### src/rtl/uart_prog_loader.sv
// Program-load sequencer: packs UART bytes into little-endian words and writes them to memory.
// Optional idle timeout in COLLECT is enabled by defining UART_PROG_TIMEOUT_EN.
module uart_prog_loader #(
  parameter logic [15:0] CLKS_PER_BIT_DEF = 16'd87,
  parameter logic [31:0] BASE_ADDR        = 32'h0000_0000,
  parameter logic [31:0] END_WORD         = 32'h0000_0FFF,
  parameter logic [23:0] TIMEOUT_CYCLES   = 24'd1_000_000
) (
  input  logic        i_Clock,
  input  logic        rst_ni,
  input  logic        i_Start,
  input  logic        i_Rx_DV,
  input  logic [7:0]  i_Rx_Byte,
  output logic [15:0] o_Clks_Per_Bit,
  output logic        o_Mem_Req,
  output logic [31:0] o_Mem_Addr,
  output logic [31:0] o_Mem_Wdata,
  input  logic        i_Mem_Gnt,
  output logic        o_Busy,
  output logic        o_Done,
  output logic        o_Overrun,
  output logic        o_Timeout,
  output logic [15:0] o_Word_Count
);

  typedef enum logic [1:0] {S_IDLE, S_COLLECT, S_WRITE, S_DONE} state_t;

  state_t      state;
  logic [1:0]  idx;
  logic        hold_valid;
  logic [7:0]  hold_byte;
  logic [31:0] word_next;

  if (TIMEOUT_CYCLES < 24'd2) begin : g_bad_timeout
    $error("TIMEOUT_CYCLES must be at least 2");
  end

`ifdef UART_PROG_TIMEOUT_EN
  logic [23:0] idle_cnt;
`else
  assign o_Timeout = 1'b0;
`endif

  assign o_Clks_Per_Bit = CLKS_PER_BIT_DEF;

  always_comb begin
    word_next = o_Mem_Wdata;
    word_next[8*idx +: 8] = i_Rx_Byte;
  end

  always_ff @(posedge i_Clock) begin
    if (!rst_ni) begin
      state        <= S_IDLE;
      idx          <= '0;
      hold_valid   <= 1'b0;
      hold_byte    <= '0;
      o_Mem_Req    <= 1'b0;
      o_Mem_Addr   <= BASE_ADDR;
      o_Mem_Wdata  <= '0;
      o_Busy       <= 1'b0;
      o_Done       <= 1'b0;
      o_Overrun    <= 1'b0;
      o_Word_Count <= '0;
`ifdef UART_PROG_TIMEOUT_EN
      o_Timeout    <= 1'b0;
      idle_cnt     <= '0;
`endif
    end else begin
      o_Done <= 1'b0;
      case (state)
        S_IDLE: begin
          if (i_Start) begin
            state        <= S_COLLECT;
            o_Busy       <= 1'b1;
            o_Mem_Addr   <= BASE_ADDR;
            o_Word_Count <= '0;
            idx          <= '0;
            hold_valid   <= 1'b0;
            o_Overrun    <= 1'b0;
`ifdef UART_PROG_TIMEOUT_EN
            o_Timeout    <= 1'b0;
            idle_cnt     <= '0;
`endif
          end
        end

        S_COLLECT: begin
          if (i_Rx_DV) begin
            o_Mem_Wdata <= word_next;
            idx         <= idx + 2'd1;
`ifdef UART_PROG_TIMEOUT_EN
            idle_cnt    <= '0;
`endif
            if (idx == 2'd3) begin
              if (word_next == END_WORD) begin
                state  <= S_DONE;
                o_Done <= 1'b1;
                o_Busy <= 1'b0;
              end else begin
                state     <= S_WRITE;
                o_Mem_Req <= 1'b1;
              end
            end
          end
`ifdef UART_PROG_TIMEOUT_EN
          else if (idle_cnt == TIMEOUT_CYCLES - 24'd1) begin
            state     <= S_IDLE;
            o_Busy    <= 1'b0;
            idx       <= '0;
            o_Timeout <= 1'b1;
          end else begin
            idle_cnt <= idle_cnt + 24'd1;
          end
`endif
        end

        S_WRITE: begin
          if (i_Mem_Gnt) begin
            state      <= S_COLLECT;
            o_Mem_Req  <= 1'b0;
            o_Mem_Addr <= o_Mem_Addr + 32'd4;
            if (o_Word_Count != 16'hFFFF) o_Word_Count <= o_Word_Count + 16'd1;
            hold_valid <= 1'b0;
`ifdef UART_PROG_TIMEOUT_EN
            idle_cnt   <= '0;
`endif
            // A byte arriving on the grant cycle is placed directly so it is never lost.
            if (hold_valid && i_Rx_DV) begin
              o_Mem_Wdata[7:0]  <= hold_byte;
              o_Mem_Wdata[15:8] <= i_Rx_Byte;
              idx               <= 2'd2;
            end else if (hold_valid) begin
              o_Mem_Wdata[7:0] <= hold_byte;
              idx              <= 2'd1;
            end else if (i_Rx_DV) begin
              o_Mem_Wdata[7:0] <= i_Rx_Byte;
              idx              <= 2'd1;
            end else begin
              idx <= 2'd0;
            end
          end else if (i_Rx_DV) begin
            if (!hold_valid) begin
              hold_byte  <= i_Rx_Byte;
              hold_valid <= 1'b1;
            end else begin
              o_Overrun <= 1'b1;
            end
          end
        end

        S_DONE:  state <= S_IDLE;
        default: state <= S_IDLE;
      endcase
    end
  end

endmodule
### config.mk
export PLATFORM = sky130hd
export DESIGN_NAME = uart_prog_loader
export DESIGN_NICKNAME = d
export VERILOG_FILES = /design/src/rtl/uart_prog_loader.sv
export SDC_FILE = /design/constraint.sdc
export NUM_CORES = 1
export LEC_CHECK = 0
export CORE_MARGIN = 2
export CORE_UTILIZATION = 24
export DETAILED_ROUTE_END_ITERATION = 7
export HOLD_SLACK_MARGIN = 0.05
export SYNTH_ARGS = -nofsm -noshare
export SYNTH_HDL_FRONTEND = slang
export SYNTH_SLANG_ARGS = --single-unit
### constraint.sdc
create_clock -name i_Clock -period 6.7 [get_ports i_Clock]
set_clock_uncertainty 0.2 [all_clocks]
set_input_delay 1.34 -clock i_Clock [delete_from_list [all_inputs] [get_ports i_Clock]]
set_output_delay 1.34 -clock i_Clock [all_outputs]
set_load 0.03 [all_outputs]
# Yosys cells after proc, flatten, opt, wreduce, memory -nomap -nowiden

Index checks and enable logic that the tools add are counted.

Output and inout port bits: 101
Register bits: 97
Bits of input ports: 13
Logic and storage cells: 106

Bitwise logic cells: 2
Mux-type cells: 47
Add/subtract/negate cells: 4
Reduce and logical (&&, ||, !) cells: 19
Equality and inequality tests: 19
Shift operators: 2

Operators with widths:

| cell                                                   | number |
|---|---|
| 2-to-1 mux 16 bit                                      | 5 |
| 2-to-1 mux 32 bit                                      | 2 |
| case mux 16 bit (2 select lines)                       | 2 |
| case mux 32 bit (2 select lines)                       | 1 |
| negator 5 -> 34 bit                                    | 1 |
| variable shift 8 x 34 -> 32 bit (first input constant) | 1 |
| indexed part select 8 x 34 -> 32 bit                   | 1 |
| adder 32 x 3 -> 32 bit (second input constant)         | 1 |
| bitwise mux 32 bit                                     | 1 |
| == test 32 x 12 -> 1 bit (second input constant)       | 1 |
| 2-to-1 mux 8 bit                                       | 4 |
| AND reduction 4 bit                                    | 7 |
| != test 2 bit (second input constant)                  | 11 |
| 2-to-1 mux 1 bit                                       | 18 |
| adder 16 x 1 -> 16 bit (second input constant)         | 1 |
| 2-to-1 mux 2 bit                                       | 8 |
| != test 16 bit (second input constant)                 | 1 |
| AND reduction 5 bit                                    | 3 |
| case mux 1 bit (2 select lines)                        | 4 |
| case mux 2 bit (4 select lines)                        | 1 |
| == test 2 bit (second input constant)                  | 3 |
| case mux 2 bit (3 select lines)                        | 1 |
| AND reduction 3 bit                                    | 2 |
| nonzero test 2 bit                                     | 3 |
| other kinds (9)                                        | 10 |

# Depth between registers and ports, before layout

Gate-level depths: netlist (run 1).

Depth after elaboration: 8
Depth in mapped cells: 10
Gate-level depth less buffers: 8

# Worst setup path before layout (run 1)

Ideal clock, no wire load.

Path type: input to register
From: input port i_Rx_Byte[2]
To: register o_Busy
Data arrival time: 2.666 ns
Buffers on the path: 1
Stages: 7
Library setup time: 0.086 ns
Slack: 3.747 ns
Required time: 6.414 ns
Cells stage by stage: clkbuf_1 nor4bb_1 a21oi_1 nor4_1 and4_2 nand4_1 a221oi_2

Longest elaborated chain between the ends: 5

RTL lines:

| item                                 | line | text |
|---|---|---|
| start, declared                      | 13   | `input logic [7:0] i_Rx_Byte,` |
| indexed part select 8 x 34 -> 32 bit | 48   | `word_next[8*idx +: 8] = i_Rx_Byte;` |
| bitwise mux 32 bit                   | 48   |  |
| == test 32 x 12 -> 1 bit             | 95   | `if (word_next == END_WORD) begin` |
| != test 2 bit (no source line)       | --   |  |
| AND reduction 5 bit (no source line) | --   |  |
| end signal, assigned                 | 60   | `o_Busy <= 1'b0;` |
| end signal, assigned                 | 74   | `o_Busy <= 1'b1;` |
| end signal, assigned                 | 98   | `o_Busy <= 1'b0;` |
| end, declared                        | 19   | `output logic o_Busy,` |

Every way passes these cells.
A chain may end at the register's enable or synchronous reset.

# Worst setup path after layout (run 1)

From: input port i_Rx_DV
To: register o_Mem_Wdata[6]

Longest elaborated chain between the ends: 4
Elaborated cells on any way between the ends: 7
Classes of those cells: eq/ne (2); mux (3); reduce/logical (2)

RTL lines:

| item                             | line | text |
|---|---|---|
| start, declared                  | 12   | `input logic i_Rx_DV,` |
| logical AND 1 bit                | 128  | `if (hold_valid && i_Rx_DV) begin` |
| 2-to-1 mux 8 bit                 | 128  |  |
| 2-to-1 mux 16 bit                | 118  | `if (i_Mem_Gnt) begin` |
| case mux 16 bit (2 select lines) | 70   | `case (state)` |
| end signal, assigned             | 129  | `o_Mem_Wdata[7:0] <= hold_byte;` |
| end signal, assigned             | 133  | `o_Mem_Wdata[7:0] <= hold_byte;` |
| end signal, assigned             | 136  | `o_Mem_Wdata[7:0] <= i_Rx_Byte;` |
| end, declared                    | 17   | `output logic [31:0] o_Mem_Wdata,` |

Parallel ways exist; a longest one is shown, timed or not. The select of a mux whose other input is x is not followed.

==> results of run 1 <==
## tightest hold or removal path, stage by stage (launching register included)
cell and delay (ps):
dfxtp_1 330, a41oi_1 40, nor2_1 70
## placed cells by master (no fill, tap or decap), types with 3 or more instances in the layout
| master | instances |
|---|---|
| a211oi_1 | 5 |
| a21oi_1 | 22 |
| a22oi_1 | 29 |
| a31oi_1 | 5 |
| a32oi_1 | 3 |
| and2_1 | 7 |
| and3_1 | 11 |
| and4_1 | 7 |
| clkbuf_16 | 9 |
| clkdlybuf4s50_1 | 94 |
| conb_1 | 19 |
| dfxtp_1 | 95 |
| ha_1 | 14 |
| inv_1 | 18 |
| mux2i_1 | 19 |
| nand2_1 | 25 |
| nand3_1 | 24 |
| nand4_1 | 11 |
| nor2_1 | 105 |
| nor2b_1 | 3 |
| nor3_1 | 13 |
| nor4_1 | 5 |
| nor4_4 | 3 |
| o21ai_0 | 10 |
| xnor2_1 | 16 |
| xor2_1 | 24 |
## power groups by stage
stage | Combinational [W] | Clock, W | Sequential, W
2_1_floorplan | 0.000415 | 0 | 0.000692
3_3_place_gp | 0.000621 | 0 | 0.000658
3_5_place_dp | 0.000620 | 0 | 0.000658
4_1_cts | 0.000626 | 0.000580 | 0.000646
5_1_grt | 0.000685 | 0.000598 | 0.000652
6_report | 0.000623 | 0.000561 | 0.000645
## cell families (layout without fill, tap and decap cells)
family          after synthesis  after routing  share of synthesized area [%]
other cells                   2             19                          0.157
xor+xnor                     40             40                           7.33
buf+inv                      64            131                           6.78
compound gates               94             94                           13.5
simple gates                229            229                           24.4
mux                          21             21                           4.45
fa+ha+maj                    14             14                           3.66
flops                        95             95                           39.8
## worst paths after layout
path / start / end / slack, ps
max reg2reg: state[0] / hold_byte[7] / 3130
min: o_Overrun / o_Overrun / 290
max: i_Rx_DV / o_Mem_Wdata[6] / 2910
min reg2reg: o_Overrun / o_Overrun / 290
## flip-flops by register name, indices dropped and copies added (netlist names)
name,count
hold_byte,8
state,2
o_Mem_Req,1
idx,2
o_Mem_Wdata,32
o_Mem_Addr,30
o_Overrun,1
hold_valid,1
o_Word_Count,16
o_Busy,1
o_Done,1
## metal layers
| metal | up-vias | GRT usage [%] | wire (um) |
|---|---|---|---|
| met3 | 11 | 3.71 | 801 |
| met4 | 0 | 3.24 | 133 |
| met1 | 1959 | 16.5 | 6130 |
| met5 | - | 0 | 0 |
| met2 | 123 | 19.6 | 6070 |
| li1 | 2075 | - | - |
## metrics by stage
| step | power [W] | area (um^2) | hold WS, ps | cells |
|---|---|---|---|---|
| 5_1_grt | 0.00194 | 6210 | 327 | 908 |
| 6_report | 0.00183 | 6210 | 286 | 908 |
| 3_5_place_dp | 0.00128 | 5890 | 265 | 892 |
| 2_1_floorplan | 0.00111 | 4840 | 252 | 576 |
| 4_1_cts | 0.00185 | 6210 | 292 | 908 |
| 3_3_place_gp | 0.00128 | 5890 | 267 | 892 |
## cell type report
type                       instances  area (um^2)
clock inverter                     6         92.6
inverter                          19         71.3
multi-input combinational        417         2630
clock buffer                      10          229
tap                              265          332
sequential                        95         1900
fill                            2113        13300
timing repair buffer              96          956
==> key figures, run 1 <==
Status
  • Status: complete, no violations

Critical path
  • Critical Path Max Stage Delay: 900 ps
  • CP Cell Sequence: clkdlybuf4s50_1 -> inv_1 -> ha_1 -> a311oi_2 -> a32oi_1 -> o221a_2 -> nor2_1
  • Worst Reg-to-Reg Cells: 6
  • CP required: 6780 ps
  • Crit Path Category: input port to flop
  • Crit path DAT: 3870 ps
  • CP Launch Type: input port
  • Crit. path cell count: 7
  • Worst path slowest cell: a311oi_2
  • Critical Path End Type: flop
  • Worst Path Max Fanout: 10
  • Critical path's top delay family: compound AO/OA/AOI/OAI gates
  • CP Buf/Inv Count: 2

GRT
  • Initial antenna violation count: 0
  • Global route overflow: 0
  • Vias in the first global route: 3932
  • First-pass GRT wire length: 21300 um
  • Pin count of the biggest net entering global routing: 51
  • Global Route Usage Sum: 12.4%

Placed design
  • Dpl hpwl: 9180 um
  • GPL Wtd Cong: 0.811
  • Port buffer count: 94
  • Place WS: 2560 ps

STA
  • Headroom to the max-slew limit: 30.8%
  • Period utilization: 56.6%
  • Setup TNS: 0 ps
  • Final Max Slew Viols: 0
  • Final Hold Fails: 0
  • Fmax: 264 MHz
  • Final worst-path setup slack: 2910 ps
  • Tmin final: 3790 ps
  • Worst-Margin Slew: 1040 ps
  • RSZ-0062 raised after global routing: false
  • Final setup viols: 0

Finish
  • Ant. Diodes: 0
  • Synthesis-to-layout area growth: 29.9%
  • Fin nets: 665
  • Share of layout cells above drive strength 1: 4.82%
  • Final core utilization: 31.8%

Min path
  • Min-Delay Path Depth: 2
  • Tightest Hold Check Type: flop to flop

Yosys
  • Syn_area_per_cell: 8.55 um^2
  • Share of the synthesized area in the top cell type: 39.8%
  • Number of synthesized register bits: 95
  • Async set-reset flop share out of synthesis: 0%
  • Distinct cell type count after synthesis: 57
  • Count leader, synth: nor2_1
  • Main flop type after synthesis: dfxtp_1
  • EDFF count, synth: 0
  • Most frequent cells after synthesis: nor2_1 (105), dfxtp_1 (95), a22oi_1 (29)
  • YS warnings: 0
  • Post-Syn Instances: 559
  • Ranking of synthesized cells by area: dfxtp_1 (40%), nor2_1 (8.2%), a22oi_1 (4.6%)
  • Sequential area share after synthesis: 39.8%
  • Area leader, netlist: dfxtp_1
  • Netlist Area Pre-Place: 4780 um^2

Floorplan
  • Row count: 51
  • Effective utilization at floorplan: 24.5%
  • I/O pin count: 114
  • Die area: 21100 um^2
  • Die X: 145 um
  • Core area: 19500 um^2
  • Die Y: 145 um

Power and ir drop
  • Peak supply drop: 0.130 mV
  • Sequential power share: 35.3%
  • Sw frac: 36.9%
  • Pint: 0.00115 W
  • Cell Pwr Density: 295 nW/um^2
  • Net switching power: 0.000676 W
  • Logic pwr share: 34.0%
  • Pleak: 2.19 nW
  • Power share of the clock group: 30.7%

Detailed routing
  • DRT Pass-1 Iters: 4
  • Routed Antenna Nets: 0
  • DR iter-0 viols: 268
  • DRC: 0
  • Via density: 4.59
  • Vias: 4168
  • Avg WL per Cell: 14.5 um
  • Detailed Route WL: 13100 um

Clock network
  • CTS tree: done
  • CTS Sinks: 95
  • CTS buffer count: 9
  • Post-CTS Setup Bufs: 0
  • Skew-Pair Late Insertion Delay: 350 ps
  • H-tree depth: 3
  • Post-cts resize count: 0
  • CTS root buf: clkbuf_16
  • Clock-pin slew on the worst setup and hold paths: 70 ps
  • CTS Hold Bufs: 0
  • Clk buf depth: 2

Flow run
  • Max-Cap Viols: 0
Power figures use the tool's default switching activity.
==> run 2, diff against run 1 <==
clock period = 3 ns   (was 6.7 ns; I/O delays follow)
==> run 2 against run 1 <==
Compared with the run above:
- hold slack gained 6.6 ps
- clock-buffer cell count did not move
- cell area is 2.6% higher
- largest cell class unchanged
- largest power group is now combinational cells
- highest routed layer unchanged
==> key figures, run 2 (synthesis gave the netlist of run 1 again) <==
Finish
  • Largest register FFs: 32 (unchanged)
  • Layout fillers: 2110 (-0.14%)
  • Ant. Diodes: 0 (unchanged)
  • Top reg by flops: o_Mem_Wdata
  • Share of layout cells above drive strength 1: 8.79% (+4.0 points)
  • Final core utilization: 32.6% (+0.84 points)
  • Register area: 1900 um^2 (unchanged)
  • Fin nets: 693 (+4.2%)
  • Leading registers by flop count: o_Mem_Wdata (32), o_Mem_Addr (30), o_Word_Count (16)
  • Synthesis-to-layout area growth: 33.3%
  • Commonest non-fill, non-tap cell in the layout: nor2_1
  • Multi-input gate area: 2630 um^2 (unchanged)
  • Commonest cells after routing, fill and taps aside: nor2_1 (105), dfxtp_1 (95), clkdlybuf4s50_1 (94)

Detailed routing
  • Via density: 4.58 (-0.22%)
  • DR iter-0 viols: 256 (-4.5%)
  • DRT Pass-1 Iters: 4 (unchanged)
  • Avg WL per Cell: 14.5 um (+0.32%)
  • Vias: 4287 (+2.9%)
  • Detailed Route WL: 13600 um (+3.4%)
  • Routed Antenna Nets: 0 (unchanged)
  • DRC: 0 (unchanged)

Critical path
  • Critical Path Max Stage Delay: 400 ps (-500 ps)
  • CP Buf/Inv Count: 2 (unchanged)
  • CP required: 3060 ps (-3720 ps)
  • CP Launch Type: flop
  • Critical Path End Type: flop
  • R2R Setup Slk: 190 ps (-2940 ps)
  • Critical path's top delay family: simple AND/OR/NAND/NOR gates
  • Worst Path Max Fanout: 6 (-4)
  • Crit Path Category: flop to flop
  • CP Cell Sequence: inv_1 -> ha_1 -> nor3b_4 -> a22oi_1 -> nor4_1 -> buf_4 -> and4_2 -> nand4_1 -> a221oi_2
  • Worst path slowest cell: ha_1
  • Crit path DAT: 2870 ps (-1000 ps)

Clock network
  • H-tree depth: 3 (unchanged)
  • CTS Hold Bufs: 0 (unchanged)
  • Clock-pin slew on the worst setup and hold paths: 70 ps (about the same)
  • CTS Sinks: 95 (unchanged)
  • Post-CTS Setup Bufs: 0 (unchanged)
  • CTS buffer count: 9 (unchanged)
  • Post-cts resize count: 0 (unchanged)
  • Clk buf depth: 2 (unchanged)
  • Skew-Pair Late Insertion Delay: 350 ps (about the same)
  • CTS root buf: clkbuf_16
  • CTS tree: done

Floorplan
  • Effective utilization at floorplan: 24.5% (unchanged)
  • Core area: 19500 um^2 (unchanged)
  • Row count: 51 (unchanged)
  • I/O pin count: 114 (unchanged)
  • Die X: 145 um (unchanged)
  • Die area: 21100 um^2 (unchanged)
  • Die Y: 145 um (unchanged)

Placed design
  • GPL Wtd Cong: 0.880 (+8.6%)
  • Place WS: 67.2 ps (-2490 ps)
  • Dpl hpwl: 9800 um (+6.8%)
  • Port buffer count: 94 (unchanged)

GRT
  • Initial antenna violation count: 0 (unchanged)
  • Global route overflow: 0 (unchanged)
  • Vias in the first global route: 4156 (+5.7%)
  • First-pass GRT wire length: 22200 um (+4.3%)
  • Pin count of the biggest net entering global routing: 51 (unchanged)
  • Global Route Usage Sum: 12.9% (+0.53 points)

STA
  • Setup TNS: 0 ps (unchanged)
  • Fmax: 356 MHz
  • Period utilization: 93.5%
  • Final setup viols: 0 (unchanged)
  • Final Hold Fails: 0 (unchanged)
  • Final Max Slew Viols: 0 (unchanged)
  • RSZ-0062 raised after global routing: false
  • Final worst-path setup slack: 195 ps (-2710 ps)
  • Headroom to the max-slew limit: 59.0% (+28 points)
  • Tmin final: 2810 ps
  • Worst-Margin Slew: 613 ps (-426 ps)

Power and ir drop
  • Pleak: 2.31 nW (+5.4%)
  • Final Total Pwr: 0.00406 W (+120%)
  • Cell Pwr Density: 638 nW/um^2 (+120%)
  • Peak supply drop: 0.383 mV (+190%)

Status
  • Status: complete, no violations

Min path
  • Tightest Hold Check Type: flop to flop

Flow run
  • Max-Cap Viols: 0 (unchanged)
==> run 2: area by class of cell <==
class | instances | area share, %
repair buffers | 124 | 18.3
clock inverters | 6 | 0.726
multi-input cells | 417 | 41.2
clock buffers | 10 | 3.59
well taps | 265 | 5.20
flip-flops and latches | 95 | 29.8
inverters | 19 | 1.12
==> run 2: power breakdown <==
part / switching [W] / leakage, nW / internal, W / total (W)
clock: 0.000520 / 0.129 / 0.000567 / 0.00109
combinational: 0.000947 / 1.42 / 0.000597 / 0.00154
sequential: 0.0000877 / 0.767 / 0.00135 / 0.00143
total: 0.00155 / 2.31 / 0.00251 / 0.00406
==> run 2: layer usage <==
layer	global-route usage (%)	routed length (um)
met4	4.02	183
met5	0	0
met3	3.40	708
met2	20.3	6220
met1	17.4	6470
==> run 2: path summary, 6_finish.rpt <==
| check | startpoint | end | depth (start not counted) |
|---|---|---|---|
| min | hold_byte[6] | hold_byte[6] | 2 |
| min reg2reg | hold_byte[6] | hold_byte[6] | 2 |
| max reg2reg | idx[0] | o_Busy | 9 |
| max | idx[0] | o_Busy | 9 |
==> run 2: per-stage QoR <==
step / hold slack, ps / instance area [um^2] / std cells
detailed placement: 284 / 6100 / 920
global placement: 267 / 6100 / 920
floorplan: 252 / 4840 / 576
CTS: 300 / 6370 / 936
global route: 312 / 6370 / 936
finish: 292 / 6370 / 936
==> run 2: worst register-to-register path, cell delays in order (launching register included) <==
cell      delay, ps
dfxtp_1         340
inv_1            90
ha_1            400
nor3b_4         350
a22oi_1         170
nor4_1          380
buf_4           170
and4_2          280
nand4_1         120
a221oi_2        240
==> run 3, diff against run 2 <==
SLEW_MARGIN = 25   (was unset)
==> results of run 3 <==
No change in the layout: final DEF, timing and power equal those of run 2.
